<file path="config.mk">
export PLATFORM = sky130hd
export DESIGN_NAME = mem_arbiter_flat
export DESIGN_NICKNAME = d
export VERILOG_FILES = /design/src/rtl/mem_arbiter_if.sv /design/src/rtl/mem_arbiter.sv /design/src/flat_wrapper.sv
export SDC_FILE = /design/constraint.sdc
export NUM_CORES = 1
export LEC_CHECK = 0
export ABC_CLOCK_PERIOD_IN_PS = 2100
export CORE_AREA = 3 3 284 286
export CTS_CLUSTER_DIAMETER = 120
export CTS_CLUSTER_SIZE = 8
export DETAILED_ROUTE_END_ITERATION = 8
export DIE_AREA = 0 0 287 289
export GPL_TIMING_DRIVEN = 0
export HOLD_SLACK_MARGIN = 0.12
export SLEW_MARGIN = 25
export SYNTH_ARGS = -nofsm -noshare
export SYNTH_HDL_FRONTEND = slang
export SYNTH_SLANG_ARGS = --single-unit
export TNS_END_PERCENT = 30
</file>
<file path="constraint.sdc">
create_clock -name clk -period 2.1 [get_ports clk]
set_clock_uncertainty 0.05 [all_clocks]
set_input_delay 0.42 -clock clk [delete_from_list [all_inputs] [get_ports clk]]
set_output_delay 0.42 -clock clk [all_outputs]
set_load 0.005 [all_outputs]
</file>
<file path="src/rtl/mem_arbiter_if.sv">
// Cache-miss and block-memory signals seen by the arbiter between the I/D caches and memory.
// master is the arbiter's view; slave is the view of the surrounding caches and memory.
interface mem_arbiter_if #(
    parameter int ADDR_W  = 28,
    parameter int BLOCK_W = 128
);
    logic               i_read;
    logic [ADDR_W-1:0]  i_addr;
    logic [BLOCK_W-1:0] i_rdata;
    logic               i_ready;

    logic               d_read;
    logic               d_write;
    logic [ADDR_W-1:0]  d_addr;
    logic [BLOCK_W-1:0] d_wdata;
    logic [BLOCK_W-1:0] d_rdata;
    logic               d_ready;

    logic               mem_read;
    logic               mem_write;
    logic [ADDR_W-1:0]  mem_addr;
    logic [BLOCK_W-1:0] mem_wdata;
    logic [BLOCK_W-1:0] mem_rdata;
    logic               mem_ready;

    modport master (
        input  i_read, i_addr, d_read, d_write, d_addr, d_wdata, mem_rdata, mem_ready,
        output i_rdata, i_ready, d_rdata, d_ready, mem_read, mem_write, mem_addr, mem_wdata
    );

    modport slave (
        output i_read, i_addr, d_read, d_write, d_addr, d_wdata, mem_rdata, mem_ready,
        input  i_rdata, i_ready, d_rdata, d_ready, mem_read, mem_write, mem_addr, mem_wdata
    );
endinterface

</file>
<file path="src/rtl/mem_arbiter.sv">
// Shares one block-memory port between the I cache (read-only) and the D cache (read/write).
// One transaction at a time; the winner's command is latched and held until mem_ready.
module mem_arbiter #(
    parameter int ADDR_W     = 28,
    parameter int BLOCK_W    = 128,
    parameter int D_PRIORITY = 0
) (
    input  logic            clk,
    input  logic            rst,
    mem_arbiter_if.master   bus,
    output logic            grant_d,
    output logic            busy
);
    typedef enum logic [1:0] {
        IDLE    = 2'd0,
        SERVE_I = 2'd1,
        SERVE_D = 2'd2
    } state_t;

    state_t             state;
    logic               last_grant_d;
    logic               op_write;
    logic [ADDR_W-1:0]  addr_q;
    logic [BLOCK_W-1:0] wdata_q;

    logic want_i;
    logic want_d;
    logic pick_d;
    logic serve_i;
    logic serve_d;
    logic i_done;
    logic d_done;

    assign want_i = bus.i_read;
    assign want_d = bus.d_read | bus.d_write;

    // On a conflict, round-robin hands the port to whichever side did not win last time.
    always_comb begin
        // NOTE: default first so every path assigns pick_d and no latch is inferred.
        pick_d = 1'b0;
        if (want_d && !want_i)
            pick_d = 1'b1;
        else if (want_d && want_i)
            pick_d = (D_PRIORITY != 0) ? 1'b1 : !last_grant_d;
    end

    // NOTE: state and latched command use non-blocking assignment so every flop samples pre-edge values.
    always_ff @(posedge clk) begin
        if (rst) begin
            state        <= IDLE;
            last_grant_d <= 1'b1;
            op_write     <= 1'b0;
            addr_q       <= '0;
            wdata_q      <= '0;
            grant_d      <= 1'b0;
            busy         <= 1'b0;
        end else begin
            case (state)
                IDLE: begin
                    if (want_i || want_d) begin
                        busy         <= 1'b1;
                        grant_d      <= pick_d;
                        last_grant_d <= pick_d;
                        if (pick_d) begin
                            state    <= SERVE_D;
                            addr_q   <= bus.d_addr;
                            wdata_q  <= bus.d_wdata;
                            op_write <= bus.d_write;
                        end else begin
                            state    <= SERVE_I;
                            addr_q   <= bus.i_addr;
                            wdata_q  <= '0;
                            op_write <= 1'b0;
                        end
                    end
                end
                SERVE_I, SERVE_D: begin
                    if (bus.mem_ready) begin
                        state   <= IDLE;
                        busy    <= 1'b0;
                        grant_d <= 1'b0;
                    end
                end
                default: begin
                    state   <= IDLE;
                    busy    <= 1'b0;
                    grant_d <= 1'b0;
                end
            endcase
        end
    end

    assign serve_i = (state == SERVE_I);
    assign serve_d = (state == SERVE_D);
    assign i_done  = serve_i & bus.mem_ready;
    assign d_done  = serve_d & bus.mem_ready;

    // Commands fall in the completion cycle so memory never sees a second request.
    assign bus.mem_read  = (serve_i | serve_d) & ~op_write & ~bus.mem_ready;
    assign bus.mem_write = (serve_i | serve_d) &  op_write & ~bus.mem_ready;
    assign bus.mem_addr  = addr_q;
    assign bus.mem_wdata = wdata_q;

    assign bus.i_ready = i_done;
    assign bus.d_ready = d_done;
    assign bus.i_rdata = i_done ? bus.mem_rdata : '0;
    assign bus.d_rdata = d_done ? bus.mem_rdata : '0;
endmodule
</file>
<file path="src/flat_wrapper.sv">
// flat-port wrapper written by rule: the top's interface ports become plain ports
module mem_arbiter_flat 
#(
    parameter int ADDR_W     = 28,
    parameter int BLOCK_W    = 128,
    parameter int D_PRIORITY = 0
)
  (clk, rst, grant_d, busy, bus_i_read, bus_i_addr, bus_d_read, bus_d_write, bus_d_addr, bus_d_wdata, bus_mem_rdata, bus_mem_ready, bus_i_rdata, bus_i_ready, bus_d_rdata, bus_d_ready, bus_mem_read, bus_mem_write, bus_mem_addr, bus_mem_wdata);
  mem_arbiter_if #(.ADDR_W(ADDR_W), .BLOCK_W(BLOCK_W)) bus_i ();
  input  logic clk;
  input  logic rst;
  output logic grant_d;
  output logic busy;
  input wire logic [$bits(bus_i.i_read)-1:0] bus_i_read;
  input wire logic [$bits(bus_i.i_addr)-1:0] bus_i_addr;
  input wire logic [$bits(bus_i.d_read)-1:0] bus_d_read;
  input wire logic [$bits(bus_i.d_write)-1:0] bus_d_write;
  input wire logic [$bits(bus_i.d_addr)-1:0] bus_d_addr;
  input wire logic [$bits(bus_i.d_wdata)-1:0] bus_d_wdata;
  input wire logic [$bits(bus_i.mem_rdata)-1:0] bus_mem_rdata;
  input wire logic [$bits(bus_i.mem_ready)-1:0] bus_mem_ready;
  output wire logic [$bits(bus_i.i_rdata)-1:0] bus_i_rdata;
  output wire logic [$bits(bus_i.i_ready)-1:0] bus_i_ready;
  output wire logic [$bits(bus_i.d_rdata)-1:0] bus_d_rdata;
  output wire logic [$bits(bus_i.d_ready)-1:0] bus_d_ready;
  output wire logic [$bits(bus_i.mem_read)-1:0] bus_mem_read;
  output wire logic [$bits(bus_i.mem_write)-1:0] bus_mem_write;
  output wire logic [$bits(bus_i.mem_addr)-1:0] bus_mem_addr;
  output wire logic [$bits(bus_i.mem_wdata)-1:0] bus_mem_wdata;
  assign bus_i.i_read = bus_i_read;
  assign bus_i.i_addr = bus_i_addr;
  assign bus_i.d_read = bus_d_read;
  assign bus_i.d_write = bus_d_write;
  assign bus_i.d_addr = bus_d_addr;
  assign bus_i.d_wdata = bus_d_wdata;
  assign bus_i.mem_rdata = bus_mem_rdata;
  assign bus_i.mem_ready = bus_mem_ready;
  assign bus_i_rdata = bus_i.i_rdata;
  assign bus_i_ready = bus_i.i_ready;
  assign bus_d_rdata = bus_i.d_rdata;
  assign bus_d_ready = bus_i.d_ready;
  assign bus_mem_read = bus_i.mem_read;
  assign bus_mem_write = bus_i.mem_write;
  assign bus_mem_addr = bus_i.mem_addr;
  assign bus_mem_wdata = bus_i.mem_wdata;
  mem_arbiter #(.ADDR_W(ADDR_W), .BLOCK_W(BLOCK_W), .D_PRIORITY(D_PRIORITY)) u_core (.clk(clk), .rst(rst), .bus(bus_i), .grant_d(grant_d), .busy(busy));
endmodule
</file>
==> results.txt <==
RSZ-0062 raised after global routing -> true
DRC violations left -> 0
initial antenna violation count -> 29
Primary FF master, synth -> dfxtp_1
DRT Pass-1 Iters -> 6
Congestion Overflow GR -> 0
Buffers on Ports -> 733
Critical Path AT -> 1.98 ns
Core Region -> 78,600 um^2
Yosys top cell area share -> 40.8%
Tcrit/Tclk final -> 116%
Worst path top cell family by delay -> buffers and inverters
Crit Path Max Fanout -> 5
post-placement cell count -> 2,856
clk_lat worst skew -> 0.47 ns
DIE WIDTH -> 287 um
Pleak -> 7.90 nW
post-synthesis cell count -> 1,073
failing checks -> negative setup slack
share of cells above drive strength 1 -> 30.0%
pin count of the biggest net entering global routing -> 17
master of the slowest instance on the critical path -> dfxtp_4
1st-iter DRT viols -> 796
CTS tree -> done
worst slew pin tran -> 0.857 ns
Setup Slack @ Placement -> -1.54 ns
IO Count -> 736
FF+latch count, synth -> 161
Yosys cell types -> 23
Clock Path Buffers -> 2
post-synthesis sequential area ratio -> 40.8%
status -> finished, violations left
Worst Hold Class -> reg2reg
final WL -> 65,300 um
Cell Count, Final, Fillers Out -> 2,970
# fillers -> 8,633
Final ANT Viol Nets -> 0
cells along the critical path -> inv_4 -> ha_4 -> clkbuf_16 -> buf_12 -> buf_8 -> clkbuf_16 -> and3_4 -> buf_6
gpl congestion -> 0.929
worst path buffer plus inverter count -> 6
DR vias -> 11.7k
ys async rst share -> 0%
Hold Startpoint -> u_core.bus.mem_wdata[107]$_SDFFE_PP0P_
critical path class -> reg2out
total power -> 12.3 mW
maximum vdd drop -> 0.529 mV
vias in the first global route -> 10.9k
total CTS buffers -> 17
mapped cell area -> 7900 um^2
relative max-transition margin -> 42.9%
Worst Setup SP -> u_core.state[0]$_SDFFE_PP0P_
Die ar. -> 82,900 um^2
Worst path most repeated cell -> clkbuf_16
H-tree Lvls -> 4
clk slew on worst S/H paths -> 0.07 ns
Rows -> 103
top cells by area, synth -> dfxtp_1, and3_1, nand2_1
Reg2Reg Launch Point -> u_core.state[0]$_SDFFE_PP0P_
Mapped Nets -> 1,394
Slew Viols, Final -> 0
clock tree sinks -> 161
Post-synth EDFFs -> 0
Final Hold Fails -> 0
Worst setup SP type -> flip-flop
CP required -> 1.63 ns
Worst setup EP type -> output port
drt via density -> 3.93
Final HPWL DP -> 52,700 um
PD cells -> 655 nW/um^2
MaxCap Viol Count -> 0
clock period minus worst slack -> 2.45 ns
fin nets -> 2,210
Hold-fix buffers, CTS -> 0
gr usage total -> 14.5%
Starting Density -> 10.0%
Syn. warnings -> 0
fmax -> 409 MHz
Avg Cell Area, Syn -> 7.36 um^2
Die Ht -> 289 um
Setup WS post-layout -> -0.346 ns
max incr delay on CP -> 0.37 ns
CTS root buf -> clkbuf_16
final number of setup-violating endpoints -> 256
Area Growth Syn to Fin -> 138%
global-route wire length before repair -> 85,500 um
leading area contributor after synthesis -> dfxtp_1
post-DR wirelength/cell -> 22.0 um
where the power goes:
group          switching [mW]  internal (mW)
Sequential              0.207           3.43
Combinational            2.52           2.86
Clock                    1.50           1.79
Total                    4.22           8.08
layout by cell type, fill, tap and decap left out, types with 8 or more instances in the layout:
cell,n
nand3_1,131
a21oi_1,132
clkbuf_4,10
clkbuf_1,46
buf_2,111
buf_12,8
buf_8,30
and3_4,126
buf_4,16
clkbuf_2,52
a311oi_1,28
nand2_1,186
diode_2,19
nor2_1,29
clkdlybuf4s50_1,472
and3_1,129
buf_6,152
dfxtp_1,159
clkbuf_16,32
layer usage:
| layer | part of all wire (%) | up-vias | routed length, um | global-route usage (%) |
|---|---|---|---|---|
| met5 | 0.41 | - | 265 | 2.33 |
| met4 | 1.4 | 24 | 920 | 3.25 |
| met3 | 12 | 85 | 8060 | 7.59 |
| met2 | 40 | 603 | 26400 | 19.6 |
| met1 | 45 | 5534 | 29700 | 19.9 |
| li1 | - | 5439 | - | - |
tightest hold or removal path, cell delays in order, from the launching register on:
cell and delay, ns:
dfxtp_1 0.31, nand2_1 0.05, a21oi_1 0.05
cells in the mapped netlist (3+ instances only):
master and number:
and2_1 3, nand3_1 131, buf_2 32, a311oi_1 28, dfxtp_1 161, ha_1 3
and3_1 256, o21ai_0 3, a21oi_1 132, buf_1 6, nor2_1 30, nand2_1 186
clkbuf_1 90
per-stage QoR:
stage	hold WS (ns)	area [um^2]	setup TNS (ns)	util, %
CTS	0.391	18300	-100.39	23.3
global route	0.421	18700	-74.25	23.8
global placement	0.392	16500	-383.85	21.0
detailed placement	0.395	16500	-381.84	21.0
floorplan	0.395	7900	0	-
finish	0.402	18800	-51.43	23.9
sequential cells by signal (all words and copies together), names as in the netlist:
signal,flops
u_core.bus.mem_addr,28
u_core.bus.mem_wdata,128
u_core.busy,1
u_core.last_grant_d,1
u_core.op_write,1
u_core.state,2
area by class of cell:
cell class	count	area [um^2]	area share, %
multi-input cells	780	4820	25.7
well taps	1050	1310	7.00
flip-flops and latches	161	3230	17.2
clock inverters	14	171	0.913
inverters	2	12.5	0.0666
clock buffers	17	425	2.27
diodes	19	47.5	0.253
plain buffers	127	1000	5.33
repair buffers	800	7750	41.3
kinds of logic (layout without fill, tap and decap cells):
logic type	count (synthesis)	count (layout)	synth area share [%]
compound gates	168	168	12.5
other cells	0	19	0
fa+ha+maj	3	3	0.475
simple gates	609	609	39.4
flops	161	161	40.8
buf+inv	132	960	6.88
final timing paths:
path,end,slack [ns],depth (start not counted)
hold reg to reg,u_core.bus.mem_wdata[107]$_SDFFE_PP0P_,0.40,2
setup reg to reg,u_core.bus.mem_wdata[115]$_SDFFE_PP0P_,-0.02,10
hold / removal,u_core.bus.mem_wdata[107]$_SDFFE_PP0P_,0.40,2
setup / recovery,bus_d_rdata[106],-0.35,8
repair_timing:
item                       in CTS  in global routing
gates resized for setup       958                513
pin swaps                      13                  5
setup buffers                  38                 15
gates cloned                   16                  0
setup endpoints to repair     406                423
No activity file was read; power rests on OpenSTA's default activity.
